$ cat config.mk
export PLATFORM = sky130hd
export DESIGN_NAME = cvs_loopback_tester
export DESIGN_NICKNAME = d
export VERILOG_FILES = /design/src/rtl/cvs_pkg.sv /design/src/rtl/cvs_prbs7_checker.sv /design/src/rtl/cvs_loopback_tester.sv
export SDC_FILE = /design/constraint.sdc
export NUM_CORES = 1
export LEC_CHECK = 0
export ABC_AREA = 1
export ABC_CLOCK_PERIOD_IN_PS = 2930
export CAP_MARGIN = 10
export CELL_PAD_IN_SITES_DETAIL_PLACEMENT = 1
export CELL_PAD_IN_SITES_GLOBAL_PLACEMENT = 1
export CORE_MARGIN = 8
export CORE_UTILIZATION = 40
export CTS_BUF_LIST = sky130_fd_sc_hd__clkbuf_2 sky130_fd_sc_hd__clkbuf_4 sky130_fd_sc_hd__clkbuf_8
export DETAILED_ROUTE_END_ITERATION = 12
export PLACE_DENSITY_LB_ADDON = 0.1
export SLEW_MARGIN = 20
export SYNTH_ARGS = -nofsm -noshare
export SYNTH_HDL_FRONTEND = slang
export SYNTH_SLANG_ARGS = --single-unit
$ cat constraint.sdc
create_clock -name clk -period 2.93 [get_ports clk]
set_clock_uncertainty 0.1 [all_clocks]
set_input_delay 0.586 -clock clk [delete_from_list [all_inputs] [get_ports clk]]
set_output_delay 0.586 -clock clk [all_outputs]
set_load 0.02 [all_outputs]
$ cat src/rtl/cvs_pkg.sv
// ---------------------------------------------------------------------------
// cvs_pkg
//
// Shared types and constants for the CVS loopback tester.
//   mode_e       : decoded operating mode (the unused encoding 3 maps to
//                  pass-through through decode_mode()).
//   chk_state_e  : per-channel PRBS checker state.
//   PRBS7_SEED   : LFSR value loaded on reset and on every mode change.
//   PRBS7_TAP_*  : feedback taps of x^7 + x^6 + 1 (bit positions 6 and 5).
//   prbs7_step() : one shift of the Fibonacci LFSR; bit 0 receives the new
//                  bit, so bit i is the sequence delayed by i cycles.
// ---------------------------------------------------------------------------
package cvs_pkg;

  typedef enum logic [1:0] {
    MODE_PASS = 2'd0,
    MODE_PRBS = 2'd1,
    MODE_WALK = 2'd2
  } mode_e;

  typedef enum logic {
    SEARCH = 1'b0,
    LOCKED = 1'b1
  } chk_state_e;

  localparam logic [6:0] PRBS7_SEED  = 7'h7F;
  localparam int         PRBS7_TAP_A = 6;
  localparam int         PRBS7_TAP_B = 5;

  // Raw mode pins to operating mode; encoding 3 behaves as pass-through.
  function automatic mode_e decode_mode(input logic [1:0] mode_raw);
    mode_e result;
    case (mode_raw)
      2'd1:    result = MODE_PRBS;
      2'd2:    result = MODE_WALK;
      default: result = MODE_PASS;
    endcase
    return result;
  endfunction

  // s(t) = s(t-7) ^ s(t-6): shift left and insert the feedback at bit 0.
  function automatic logic [6:0] prbs7_step(input logic [6:0] state);
    return {state[5:0], state[PRBS7_TAP_A] ^ state[PRBS7_TAP_B]};
  endfunction

endpackage

$ cat src/rtl/cvs_prbs7_checker.sv
// ---------------------------------------------------------------------------
// cvs_prbs7_checker
//
// Self-synchronising PRBS7 checker for one looped-back channel.
//
// Ports:
//   clk, rst_n    : fabric clock, asynchronous active-low reset
//   enable        : evaluate the current input bit this cycle (PRBS mode)
//   restart       : mode change; drop to SEARCH and clear the history and
//                   the run counter (the error counter is kept)
//   clear_errors  : zero the error counter; wins over a same-cycle increment
//   din           : registered loopback bit for this channel
//   locked        : high while the checker is in LOCKED
//   err_count     : saturating mismatch count, only advanced while LOCKED
//
// The checker predicts each bit from its own 7-bit history of received
// bits, so it needs no alignment with the generator.
// ---------------------------------------------------------------------------
module cvs_prbs7_checker
  import cvs_pkg::*;
#(
  parameter int ERR_W        = 16,
  parameter int LOCK_COUNT   = 16,
  parameter int UNLOCK_COUNT = 4
) (
  input  logic             clk,
  input  logic             rst_n,
  input  logic             enable,
  input  logic             restart,
  input  logic             clear_errors,
  input  logic             din,
  output logic             locked,
  output logic [ERR_W-1:0] err_count
);

  // One counter serves both states: consecutive matches while searching,
  // consecutive mismatches while locked.
  localparam int CNT_MAX = (LOCK_COUNT > UNLOCK_COUNT) ? LOCK_COUNT : UNLOCK_COUNT;
  localparam int CNT_W   = $clog2(CNT_MAX + 1);

  localparam logic [CNT_W-1:0] LOCK_LAST   = CNT_W'(LOCK_COUNT - 1);
  localparam logic [CNT_W-1:0] UNLOCK_LAST = CNT_W'(UNLOCK_COUNT - 1);

  logic [6:0]       hist_q, hist_d;
  chk_state_e       state_q, state_d;
  logic [CNT_W-1:0] run_q, run_d;
  logic [ERR_W-1:0] err_q, err_d;

  logic pred;
  logic mismatch;

  always_comb begin
    // hist[0] is the newest bit; hist[6] is seven bits old.
    pred = hist_q[PRBS7_TAP_A] ^ hist_q[PRBS7_TAP_B];
    // An all-zero history predicts zero forever, so a zero bit arriving on
    // an empty history is flagged to expose stuck-at-0 pins.
    mismatch = (din != pred) || ((hist_q == '0) && !din);

    hist_d  = hist_q;
    state_d = state_q;
    run_d   = run_q;
    err_d   = err_q;

    if (restart) begin
      hist_d  = '0;
      state_d = SEARCH;
      run_d   = '0;
    end else if (enable) begin
      hist_d = {hist_q[5:0], din};
      case (state_q)
        SEARCH: begin
          if (mismatch) begin
            run_d = '0;
          end else if (run_q == LOCK_LAST) begin
            state_d = LOCKED;
            run_d   = '0;
          end else begin
            run_d = run_q + 1'b1;
          end
        end
        LOCKED: begin
          if (mismatch) begin
            if (err_q != '1) begin
              err_d = err_q + 1'b1;
            end
            // The mismatch that drops lock is still counted above.
            if (run_q == UNLOCK_LAST) begin
              state_d = SEARCH;
              run_d   = '0;
            end else begin
              run_d = run_q + 1'b1;
            end
          end else begin
            run_d = '0;
          end
        end
        default: begin
          state_d = SEARCH;
          run_d   = '0;
        end
      endcase
    end

    if (clear_errors) begin
      err_d = '0;
    end
  end

  always_ff @(posedge clk or negedge rst_n) begin
    if (!rst_n) begin
      hist_q  <= '0;
      state_q <= SEARCH;
      run_q   <= '0;
      err_q   <= '0;
    end else begin
      hist_q  <= hist_d;
      state_q <= state_d;
      run_q   <= run_d;
      err_q   <= err_d;
    end
  end

  assign locked    = (state_q == LOCKED);
  assign err_count = err_q;

endmodule

$ cat src/rtl/cvs_loopback_tester.sv
// ---------------------------------------------------------------------------
// cvs_loopback_tester
//
// Drives CHANNELS output pins and checks the same number of looped-back
// input pins. Modes: registered pass-through, PRBS7 generate-and-check and
// walking-one.
//
// Ports:
//   clk           : fabric clock (the only clock)
//   rst_n         : asynchronous active-low reset
//   mode          : 0 pass-through, 1 PRBS7, 2 walking-one, 3 as 0
//   clear_errors  : single-cycle pulse zeroing every error counter
//   in            : loopback pins, synchronous to clk
//   out           : driven pins (registered)
//   locked        : per-channel PRBS lock
//   err_count     : channel k at bits [k*ERR_W +: ERR_W]
//   err_any       : registered OR of all non-zero counters
// ---------------------------------------------------------------------------
module cvs_loopback_tester
  import cvs_pkg::*;
#(
  parameter int CHANNELS     = 5,
  parameter int ERR_W        = 16,
  parameter int LOCK_COUNT   = 16,
  parameter int UNLOCK_COUNT = 4
) (
  input  logic                      clk,
  input  logic                      rst_n,
  input  logic [1:0]                mode,
  input  logic                      clear_errors,
  input  logic [CHANNELS-1:0]       in,
  output logic [CHANNELS-1:0]       out,
  output logic [CHANNELS-1:0]       locked,
  output logic [CHANNELS*ERR_W-1:0] err_count,
  output logic                      err_any
);

  localparam logic [CHANNELS-1:0] WALK_FIRST = CHANNELS'(1);

  logic [CHANNELS-1:0] in_q;
  logic [1:0]          mode_q;
  logic [6:0]          lfsr_q, lfsr_d;
  logic [CHANNELS-1:0] walk_q, walk_d;
  logic [CHANNELS-1:0] out_q, out_d;
  logic                err_any_q, err_any_d;

  mode_e               mode_eff;
  logic                mode_change;
  logic [6:0]          lfsr_cur;
  logic [CHANNELS-1:0] lfsr_taps;
  logic [CHANNELS-1:0] walk_rot;

  // -------------------------------------------------------------------------
  // Mode tracking and PRBS7 generator. mode_q holds the raw mode seen on the
  // previous edge; any difference (including 0 <-> 3) counts as a change.
  // On a change the LFSR value used this cycle is the seed, so the first
  // PRBS word driven after entering the mode is the seed itself.
  // -------------------------------------------------------------------------
  always_comb begin
    mode_eff    = decode_mode(mode);
    mode_change = (mode != mode_q);
    lfsr_cur    = mode_change ? PRBS7_SEED : lfsr_q;
    lfsr_d      = (mode_eff == MODE_PRBS) ? prbs7_step(lfsr_cur) : lfsr_cur;
  end

  // Every LFSR bit is a delayed copy of the same sequence, so channels wrap
  // onto the seven taps and each still carries valid PRBS7.
  generate
    for (genvar gi = 0; gi < CHANNELS; gi++) begin : g_taps
      assign lfsr_taps[gi] = lfsr_cur[gi % 7];
    end
  endgenerate

  // -------------------------------------------------------------------------
  // Walking-one: restarts at bit 0 on a mode change and rotates left while
  // the walking mode is selected. The OR of both shifts handles the wrap and
  // degenerates correctly for a single channel.
  // -------------------------------------------------------------------------
  assign walk_rot = (walk_q << 1) | (walk_q >> (CHANNELS - 1));

  always_comb begin
    walk_d = walk_q;
    if (mode_change) begin
      walk_d = WALK_FIRST;
    end else if (mode_eff == MODE_WALK) begin
      walk_d = walk_rot;
    end
  end

  // -------------------------------------------------------------------------
  // Output mux and health summary.
  // -------------------------------------------------------------------------
  always_comb begin
    case (mode_eff)
      MODE_PRBS: out_d = lfsr_taps;
      MODE_WALK: out_d = walk_d;
      default:   out_d = in_q;
    endcase
    // Sampled from the registered counters, so err_any trails them by one edge.
    err_any_d = |err_count;
  end

  always_ff @(posedge clk or negedge rst_n) begin
    if (!rst_n) begin
      in_q      <= '0;
      mode_q    <= 2'd0;
      lfsr_q    <= PRBS7_SEED;
      walk_q    <= '0;
      out_q     <= '0;
      err_any_q <= 1'b0;
    end else begin
      in_q      <= in;
      mode_q    <= mode;
      lfsr_q    <= lfsr_d;
      walk_q    <= walk_d;
      out_q     <= out_d;
      err_any_q <= err_any_d;
    end
  end

  assign out     = out_q;
  assign err_any = err_any_q;

  // -------------------------------------------------------------------------
  // Per-channel checkers, fed from the registered input stage.
  // -------------------------------------------------------------------------
  generate
    for (genvar gi = 0; gi < CHANNELS; gi++) begin : g_chk
      cvs_prbs7_checker #(
        .ERR_W        (ERR_W),
        .LOCK_COUNT   (LOCK_COUNT),
        .UNLOCK_COUNT (UNLOCK_COUNT)
      ) u_chk (
        .clk          (clk),
        .rst_n        (rst_n),
        .enable       (mode_eff == MODE_PRBS),
        .restart      (mode_change),
        .clear_errors (clear_errors),
        .din          (in_q[gi]),
        .locked       (locked[gi]),
        .err_count    (err_count[gi*ERR_W +: ERR_W])
      );
    end
  endgenerate

endmodule

==> results of run 1 <==
==> final cells by class <==
class	count	area (um^2)	share of cell area
Clock inverter	15	241	0.0195
Inverter	158	599	0.0483
Sequential cell	170	4260	0.344
Tap cell	335	419	0.0338
Multi-Input combinational cell	1093	5370	0.433
Timing Repair Buffer	127	1280	0.103
Clock buffer	17	234	0.0189
==> state kept, by name, indices dropped and copies added, names as in the netlist, 5 cells and up <==
signal,count
g_chk.u_chk.locked,5
g_chk.u_chk.run_q,25
g_chk.u_chk.hist_q,35
walk_q,5
lfsr_q,7
g_chk.u_chk.err_count,80
in_q,5
out,5
==> placed cells by master, fill, tap and decap left out, types with 7 or more instances in the layout <==
master and n:
a21oi_1 18, a31oi_1 10, buf_4 20, clkbuf_8 17, clkdlybuf4s50_1 98, dfrtp_1 163
dfstp_2 7, ha_1 27, inv_1 153, nand2_1 380, nand3_1 252, nand4_1 35
nor2_1 190, nor3_1 9, nor4_1 10, o21ai_0 38, o22ai_1 37, xnor2_1 9
xor2_1 30
==> metal layers <==
metal  wire (um)  track usage  vias up
li1            -            -     5022
met1       16200        0.293     5118
met2       15500        0.358      175
met3        1370       0.0351       23
met4         485       0.0537        0
met5           0            0        -
==> path summary, 6_finish.rpt <==
kind | startpoint | to | cells past startpoint
max | g_chk[0].u_chk.err_count[12]$_DFFE_PN0P_ | err_count[12] | 1
min | in[3] | in_q[3]$_DFF_PN0_ | 1
max reg2reg | g_chk[3].u_chk.hist_q[5]$_DFFE_PN0P_ | g_chk[3].u_chk.err_count[0]$_DFFE_PN0P_ | 8
min reg2reg | lfsr_q[0]$_DFF_PN1_ | lfsr_q[0]$_DFF_PN1_ | 2
max in group asynchronous | rst_n | walk_q[1]$_DFF_PN0_ | 3
min in group asynchronous | rst_n | g_chk[0].u_chk.hist_q[5]$_DFFE_PN0P_ | 2
==> metrics by stage <==
stage                     hold WS [ps]   util
after global placement             386  0.459
final                              412  0.477
after global routing               398  0.477
after floorplan                    190      -
after detailed placement           398  0.459
after CTS                          380  0.477
==> power breakdown <==
group | switching (mW) | internal, mW | leakage (nW)
clock | 1.22 | 0.724 | 0.232
sequential | 0.0297 | 2.39 | 2.31
combinational | 0.371 | 0.150 | 3.16
==> logic make-up after synthesis <==
| group | synth area share |
|---|---|
| AOI/OAI and AO/OA | 0.0634 |
| xor gates and xnor gates | 0.0325 |
| muxes | 0.00190 |
| DFF | 0.405 |
| buffers and inverters | 0.0852 |
| and+or+nand+nor | 0.380 |
| adders and majority gates | 0.0321 |
==> cells in the mapped netlist, drive strengths merged (3+ instances only) <==
| cell | count |
|---|---|
| or2 | 4 |
| and3 | 3 |
| nor3 | 9 |
| nand2 | 383 |
| nor4 | 10 |
| o22ai | 37 |
| xor2 | 30 |
| o21bai | 6 |
| buf | 40 |
| ha | 27 |
| nor3b | 6 |
| a21oi | 18 |
| clkbuf | 19 |
| nand3b | 5 |
| dfrtp | 163 |
| nor2 | 198 |
| xnor2 | 9 |
| nand3 | 256 |
| inv | 156 |
| dfstp | 7 |
| o21ai | 39 |
| nand4 | 35 |
| a31oi | 10 |
==> results.sh, run 1 <==
export IMPL_status="completed"
export IMPL_clk_insertion_delay_late_ps=490
export IMPL_core_mm2=0.0260
export IMPL_starting_utilization_of_the_core_area=0.405
export IMPL_placed_cell_area_mm2=0.0119
export IMPL_count_of_final_hold_check_violations=0
export IMPL_timing_critical_path_to_type="output pin"
export IMPL_core_rowCount=59
export IMPL_post_synth_top_area_cell="dfrtp_1"
export IMPL_post_place_cells=1882
export IMPL_detail_route_vias_per_cell=5.40
export IMPL_postLayoutSetupSlackWorst_ps=506
export IMPL_synth_area_top_cells="dfrtp_1 (39%), nand2_1 (14%), nand3_1 (12%)"
export IMPL_postSynthAreaPerCell_um2=7.11
export IMPL_holdBufCountCts=1
export IMPL_timing_fmax_ghz=0.412
export IMPL_timing_worst_slew_pin_value_ps=743
export IMPL_die_height_um=178
export IMPL_post_route_cells_drive_above_1_share=0.0589
export IMPL_numClockSinks=170
export IMPL_synth_yosys_warnings=0
export IMPL_grt_use_total=0.217
export IMPL_gp_congestion=0.829
export IMPL_drt_first_iter_violations=548
export IMPL_place_detailed_hpwl_um=24100
export IMPL_worst_setup_hold_path_clk_slew_ps=140
export IMPL_first_global_vias=10900
export IMPL_power_density_mw_per_mm2=394
export IMPL_distinct_cell_type_count_of_the_synthesized_netlist=42
export IMPL_io_pins=101
export IMPL_yosysSeqAreaShare=0.405
export IMPL_finalCritPeriodShare=0.827
export IMPL_fillerInstances=3346
export IMPL_placement_io_buffers=100
export IMPL_worst_setup_path_start_kind="flop"
export IMPL_syn_num_nets=1517
export IMPL_post_synth_inst_count=1480
export IMPL_final_instance_count_excl_fill=1915
export IMPL_slew_headroom=0.504
export IMPL_detailroute_via_count=10300
export IMPL_ff2ff_setup_slack_ps=610
export IMPL_route_detailed_wl_per_inst_um=17.6
export IMPL_finalWirelength_um=33600
export IMPL_detailedPlace_worstSlack_ps=85.5
export IMPL_post_cts_resize_count=0
export IMPL_grt_max_degree=61
export IMPL_timing_setup_tns_ps=0
export IMPL_die_area_mm2=0.0318
export IMPL_cts_max_path_buffers=2
export IMPL_crit_path_cell_trace="clkdlybuf4s50_1"
export IMPL_antenna_left=0
export IMPL_synth_area_mm2=0.0105
export IMPL_worst_path_buf_inv=1
export IMPL_cp_required_ps=2240
export IMPL_ys_seq_elements=170
export IMPL_crit_fanout=7
export IMPL_first_pass_grt_wire_length_um=56200
export IMPL_antenna_cells_inserted=0
export IMPL_grt_setup_unrepaired="no"
export IMPL_worstHoldPathType="input port to flop"
export IMPL_synth_top_flop_cell="dfrtp_1"
export IMPL_setup_violations=0
export IMPL_critPathTopFamily="buffers and inverters"
export IMPL_area_growth_pct=17.8
export IMPL_globalRoute_totalOverflow=0
export IMPL_remaining_drc_errors=0
export IMPL_cp_data_arrival_time_ps=1740
export IMPL_min_period_ps=2420
export IMPL_vdd_ir_drop_worst_mv=0.282
export IMPL_critical_path_max_stage_delay_ps=690
export IMPL_floorplan_die_width_um=178
export IMPL_final_net_count=1604
export IMPL_synthArstFlopShare=1.00
export IMPL_antenna_violations_before_repair=0
export IMPL_synth_edff_count=0
export IMPL_number_of_buffers_added_by_the_clock_tree_synthesis_step=17
export IMPL_power_total_mw=4.89
export IMPL_cts_htree_levels=4
export IMPL_post_cts_setup_buffers=0
export IMPL_critical_path_slowest_cell="clkdlybuf4s50_1"
export IMPL_worstSetupPathType="flop to output pin"
export IMPL_drt_pass1_iter_count=5
export IMPL_tritoncts="done"
export IMPL_total_leakage_power_nw=5.71
export IMPL_timing_max_transition_violations_final=0
export IMPL_maxCapViolations=0
export IMPL_yosysTopAreaCellShare=0.388
export IMPL_stdcell_area_mm2=0.0124
export IMPL_ctsRootBufferMaster="clkbuf_8"
No activity file was read; power rests on OpenSTA's default activity.
==> run 2: changes to the inputs <==
ABC_CLOCK_PERIOD_IN_PS = 2000   (was 2930)
CORE_UTILIZATION = 39   (was 40)
clock period = 2 ns   (was 2.93 ns; I/O delays follow)
==> results.sh, run 2 (synthesized netlist as in run 1, its figures left out) <==
export IMPL_status="completed"
export IMPL_clk_insertion_delay_late_ps=490
export IMPL_die_height_um=180
export IMPL_power_density_mw_per_mm2=563
export IMPL_timing_setup_tns_ps=0
export IMPL_die_area_mm2=0.0325
export IMPL_layout_commonest_cell="nand2_1"
export IMPL_placed_cell_area_mm2=0.0125
export IMPL_worstSetupPathDepth=1
export IMPL_finalWirelength_um=34700
export IMPL_route_detailed_wl_per_inst_um=17.5
export IMPL_starting_utilization_of_the_core_area=0.394
export IMPL_timing_critical_path_to_type="output pin"
export IMPL_gp_congestion=0.870
export IMPL_critPathTopFamily="buffers and inverters"
export IMPL_globalRoute_totalOverflow=0
export IMPL_floorplan_die_width_um=180
export IMPL_final_instance_count_excl_fill=1985
export IMPL_placement_io_buffers=100
export IMPL_mostFrequentLayoutCells="nand2_1 (379), nand3_1 (249), nor2_1 (187)"
export IMPL_post_place_cells=1947
export IMPL_grt_use_total=0.215
export IMPL_ctsRootBufferMaster="clkbuf_8"
export IMPL_core_mm2=0.0267
export IMPL_critical_path_max_stage_delay_ps=610
export IMPL_crit_path_cell_trace="clkdlybuf4s50_1"
export IMPL_io_pins=101
export IMPL_final_net_count=1668
export IMPL_total_leakage_power_nw=6.49
export IMPL_first_pass_grt_wire_length_um=58000
export IMPL_maxCapViolations=0
export IMPL_area_growth_pct=23.3
export IMPL_drt_first_iter_violations=586
export IMPL_antenna_violations_before_repair=1
export IMPL_setup_violations=0
export IMPL_number_of_buffers_added_by_the_clock_tree_synthesis_step=17
export IMPL_cp_data_arrival_time_ps=1430
export IMPL_core_rowCount=60
export IMPL_post_route_cells_drive_above_1_share=0.111
export IMPL_post_route_util=0.485
export IMPL_number_of_flip_flops_in_the_largest_register=80
export IMPL_slew_headroom=0.512
export IMPL_finalCritPeriodShare=0.967
export IMPL_cp_required_ps=1500
export IMPL_worst_setup_hold_path_clk_slew_ps=140
export IMPL_crit_fanout=1
export IMPL_place_detailed_hpwl_um=25200
export IMPL_antenna_cells_inserted=0
export IMPL_first_global_vias=11000
export IMPL_worst_setup_path_start_kind="flop"
export IMPL_antenna_left=0
export IMPL_worst_path_buf_inv=1
export IMPL_worstHoldPathType="input port to asynchronous set/reset pin"
export IMPL_numClockSinks=170
export IMPL_drt_pass1_iter_count=4
export IMPL_tritoncts="done"
export IMPL_grt_max_degree=61
export IMPL_vdd_ir_drop_worst_mv=0.410
export IMPL_worstSetupPathType="flop to output pin"
export IMPL_grt_setup_unrepaired="no"
export IMPL_detail_route_vias_per_cell=5.31
export IMPL_min_period_ps=1930
export IMPL_timing_max_transition_violations_final=0
export IMPL_timing_worst_slew_pin_value_ps=731
export IMPL_fillerInstances=3468
export IMPL_ff2ff_path_depth=9
export IMPL_timing_fmax_ghz=0.517
export IMPL_detailroute_via_count=10500
export IMPL_critical_path_slowest_cell="clkdlybuf4s50_1"
export IMPL_stdcell_area_mm2=0.0130
export IMPL_cts_htree_levels=4
export IMPL_remaining_drc_errors=0
export IMPL_count_of_final_hold_check_violations=0
export IMPL_cts_max_path_buffers=2
-- run 2: changes by cell type in the layout (fill, tap and decap cells not counted), sizes merged --
cell | previous run | this run
clkdlybuf4s15 | 0 | 1
clkdlybuf4s50 | 98 | 9
buf | 28 | 92
dlygate4sd2 | 0 | 87
inv | 164 | 165
dlymetal6s2s | 0 | 1
clkinv | 9 | 8
-- run 2: where the power goes --
part / switching (mW) / total [mW] / internal [mW]
combinational: 0.573 / 0.860 / 0.288
clock: 1.85 / 2.91 / 1.06
sequential: 0.0359 / 3.54 / 3.50
total: 2.46 / 7.31 / 4.85
-- run 2: worst paths after layout --
check,start,slack (ps),end
setup / recovery,out[3]$_DFF_PN0_,70,out[3]
hold / removal,rst_n,210,g_chk[0].u_chk.hist_q[0]$_DFFE_PN0P_
setup reg to reg,g_chk[1].u_chk.err_count[8]$_DFFE_PN0P_,120,g_chk[1].u_chk.err_count[15]$_DFFE_PN0P_
hold reg to reg,lfsr_q[6]$_DFF_PN1_,390,lfsr_q[0]$_DFF_PN1_
max in group asynchronous,rst_n,990,g_chk[1].u_chk.err_count[13]$_DFFE_PN0P_
min in group clk,in[2],240,in_q[2]$_DFF_PN0_
-- run 2: cell type report --
cell class                 instances  area, um^2  share of cell area
clock buffer                      17         234              0.0180
sequential                       170        4280               0.330
tap                              341         427              0.0329
inverter                         158         599              0.0462
timing repair buffer             191        1780               0.137
clock inverter                    15         236              0.0182
multi-input combinational       1093        5420               0.418
-- run 2: layer usage --
layer	track usage	part of all wire	vias up	wire length (um)
met5	0	0	-	0
met4	0.0542	0.016	0	549
met3	0.0355	0.034	34	1190
met2	0.352	0.47	147	16200
met1	0.293	0.48	5234	16800
li1	-	-	5128	-
-- run 2: through the flow --
stage	hold WS (ps)	power [mW]	setup WS [ps]
final	211	7.31	65.5
after global routing	194	7.57	0.565
after CTS	189	7.36	4.78
after detailed placement	170	4.46	-422
after global placement	172	4.44	-374
after floorplan	4.41	4.00	126
-- run 2: timing repair --
item | in CTS | in global routing
pin swaps | 1 | 2
hold endpoints to repair | 152 | 0
setup endpoints to repair | 105 | 86
buffers inserted | 2 | 3
gates resized for setup | 101 | 17
hold buffers | 1 | 0
==> run 3: changes to the inputs <==
HOLD_SLACK_MARGIN = 0.1   (was default)
TNS_END_PERCENT = 20   (was default)
==> results.sh, run 3 (synthesized netlist as in run 1, its figures left out) <==
export IMPL_seqCellArea_mm2=0.00428
export IMPL_power_density_mw_per_mm2=563
export IMPL_min_period_ps=1930
export IMPL_critical_path_slowest_cell="clkdlybuf4s50_1"
export IMPL_finalCritPeriodShare=0.966
export IMPL_antenna_left=0
export IMPL_remaining_drc_errors=0
export IMPL_globalRoute_totalOverflow=0
export IMPL_post_route_cells_drive_above_1_share=0.108
export IMPL_drt_first_iter_violations=637
export IMPL_critical_path_max_stage_delay_ps=610
export IMPL_maxCapViolations=0
export IMPL_detail_route_vias_per_cell=5.32
export IMPL_timing_max_transition_violations_final=0
export IMPL_clk_insertion_delay_late_ps=480
export IMPL_slew_headroom=0.513
export IMPL_numClockSinks=170
export IMPL_core_mm2=0.0267
export IMPL_timing_worst_slew_pin_value_ps=731
export IMPL_mostFrequentLayoutCells="nand2_1 (379), nand3_1 (248), nor2_1 (188)"
export IMPL_number_of_flip_flops_in_the_largest_register=80
export IMPL_number_of_buffers_added_by_the_clock_tree_synthesis_step=17
export IMPL_worstHoldPathType="input port to asynchronous set/reset pin"
export IMPL_vdd_ir_drop_worst_mv=0.410
export IMPL_grt_use_total=0.215
export IMPL_grt_max_degree=61
export IMPL_tritoncts="done"
export IMPL_first_pass_grt_wire_length_um=58000
export IMPL_whs_ps=216
export IMPL_gp_congestion=0.870
export IMPL_crit_path_cell_trace="clkdlybuf4s50_1"
export IMPL_final_net_count=1666
export IMPL_antenna_violations_before_repair=1
export IMPL_fillerInstances=3465
export IMPL_drt_pass1_iter_count=5
export IMPL_layout_commonest_cell="nand2_1"
export IMPL_cts_max_path_buffers=2
export IMPL_worstSetupPathType="flop to output pin"
export IMPL_area_growth_pct=23.1
export IMPL_io_pins=101
export IMPL_crit_fanout=1
export IMPL_detailroute_via_count=10500
export IMPL_timing_fmax_ghz=0.518
export IMPL_final_instance_count_excl_fill=1983
export IMPL_die_height_um=180
export IMPL_worst_setup_path_start_kind="flop"
export IMPL_count_of_final_hold_check_violations=0
export IMPL_place_detailed_hpwl_um=25200
export IMPL_timing_critical_path_to_type="output pin"
export IMPL_route_detailed_wl_per_inst_um=17.5
export IMPL_critPathTopFamily="buffers and inverters"
export IMPL_first_global_vias=10900
export IMPL_cp_data_arrival_time_ps=1430
export IMPL_placement_io_buffers=100
export IMPL_power_total_mw=7.30
export IMPL_core_rowCount=60
export IMPL_floorplan_die_width_um=180
export IMPL_total_leakage_power_nw=6.49
export IMPL_worst_setup_hold_path_clk_slew_ps=140
export IMPL_multi_input_gate_area_in_the_final_layout_mm2=0.00542
export IMPL_finalWirelength_um=34600
export IMPL_starting_utilization_of_the_core_area=0.394
export IMPL_die_area_mm2=0.0325
export IMPL_setup_violations=0
export IMPL_grt_setup_unrepaired="yes"
export IMPL_antenna_cells_inserted=0
export IMPL_cp_required_ps=1500
export IMPL_post_place_cells=1947
export IMPL_status="completed"
export IMPL_ctsRootBufferMaster="clkbuf_8"
export IMPL_cts_htree_levels=4
export IMPL_worst_path_buf_inv=1
==> run 3: worst reg2reg max path, delay by kind of cell (launching register included) <==
kind / cells / cell delay, ps
buffers and inverters: 1 / 150
flip-flops: 1 / 500
AND/OR/NAND/NOR: 8 / 1080
==> run 3: path summary, 6_finish.rpt <==
| check | start | end | slack (ps) | depth (start not counted) |
|---|---|---|---|---|
| worst max-delay path | out[3]$_DFF_PN0_ | out[3] | 70 | 1 |
| worst min-delay path | rst_n | g_chk[0].u_chk.hist_q[0]$_DFFE_PN0P_ | 220 | 2 |
| worst max register to register | g_chk[1].u_chk.err_count[9]$_DFFE_PN0P_ | g_chk[1].u_chk.err_count[15]$_DFFE_PN0P_ | 90 | 9 |
| worst min register to register | lfsr_q[6]$_DFF_PN1_ | lfsr_q[0]$_DFF_PN1_ | 390 | 2 |
| max in group asynchronous | rst_n | g_chk[1].u_chk.err_count[13]$_DFFE_PN0P_ | 990 | 3 |
| min in group clk | in[2] | in_q[2]$_DFF_PN0_ | 240 | 1 |
==> run 3: per-layer routing <==
metal,up-vias,wire length (um),GRT usage
li1,5128,-,-
met2,155,16100,0.351
met4,0,542,0.0542
met5,-,0,0
met3,32,1180,0.0355
met1,5227,16800,0.293
==> run 3: cell type report <==
type,count,area share
multi-input combinational,1093,0.418
sequential,170,0.330
timing repair buffer,189,0.136
inverter,158,0.0463
tap,341,0.0329
clock inverter,15,0.0183
clock buffer,17,0.0181
==> run 3: metrics by stage <==
step | setup WS [ps] | util | TNS [ps] | instance area (um^2)
detailed placement | -422 | 0.466 | -49210 | 12500
floorplan | 126 | - | 0 | 10500
global placement | -374 | 0.466 | -42900 | 12500
CTS | 4.78 | 0.481 | 0 | 12900
global route | -31.3 | 0.485 | -37.0 | 13000
finish | 68.3 | 0.485 | 0 | 13000
==> run 3: where the power goes <==
group / switching [mW] / total (mW) / internal [mW]
combinational: 0.572 / 0.856 / 0.284
clock: 1.85 / 2.91 / 1.06
sequential: 0.0366 / 3.54 / 3.50
total: 2.45 / 7.30 / 4.85
==> run 3: repair_timing <==
| item | 4_1_cts | 5_1_grt |
|---|---|---|
| pin swaps | 0 | 3 |
| hold endpoints to repair | 165 | 0 |
| endpoints found under the setup margin | 105 | 86 |
| setup buffers | 0 | 3 |
| gates resized for setup | 103 | 12 |
| hold buffers | 1 | 0 |
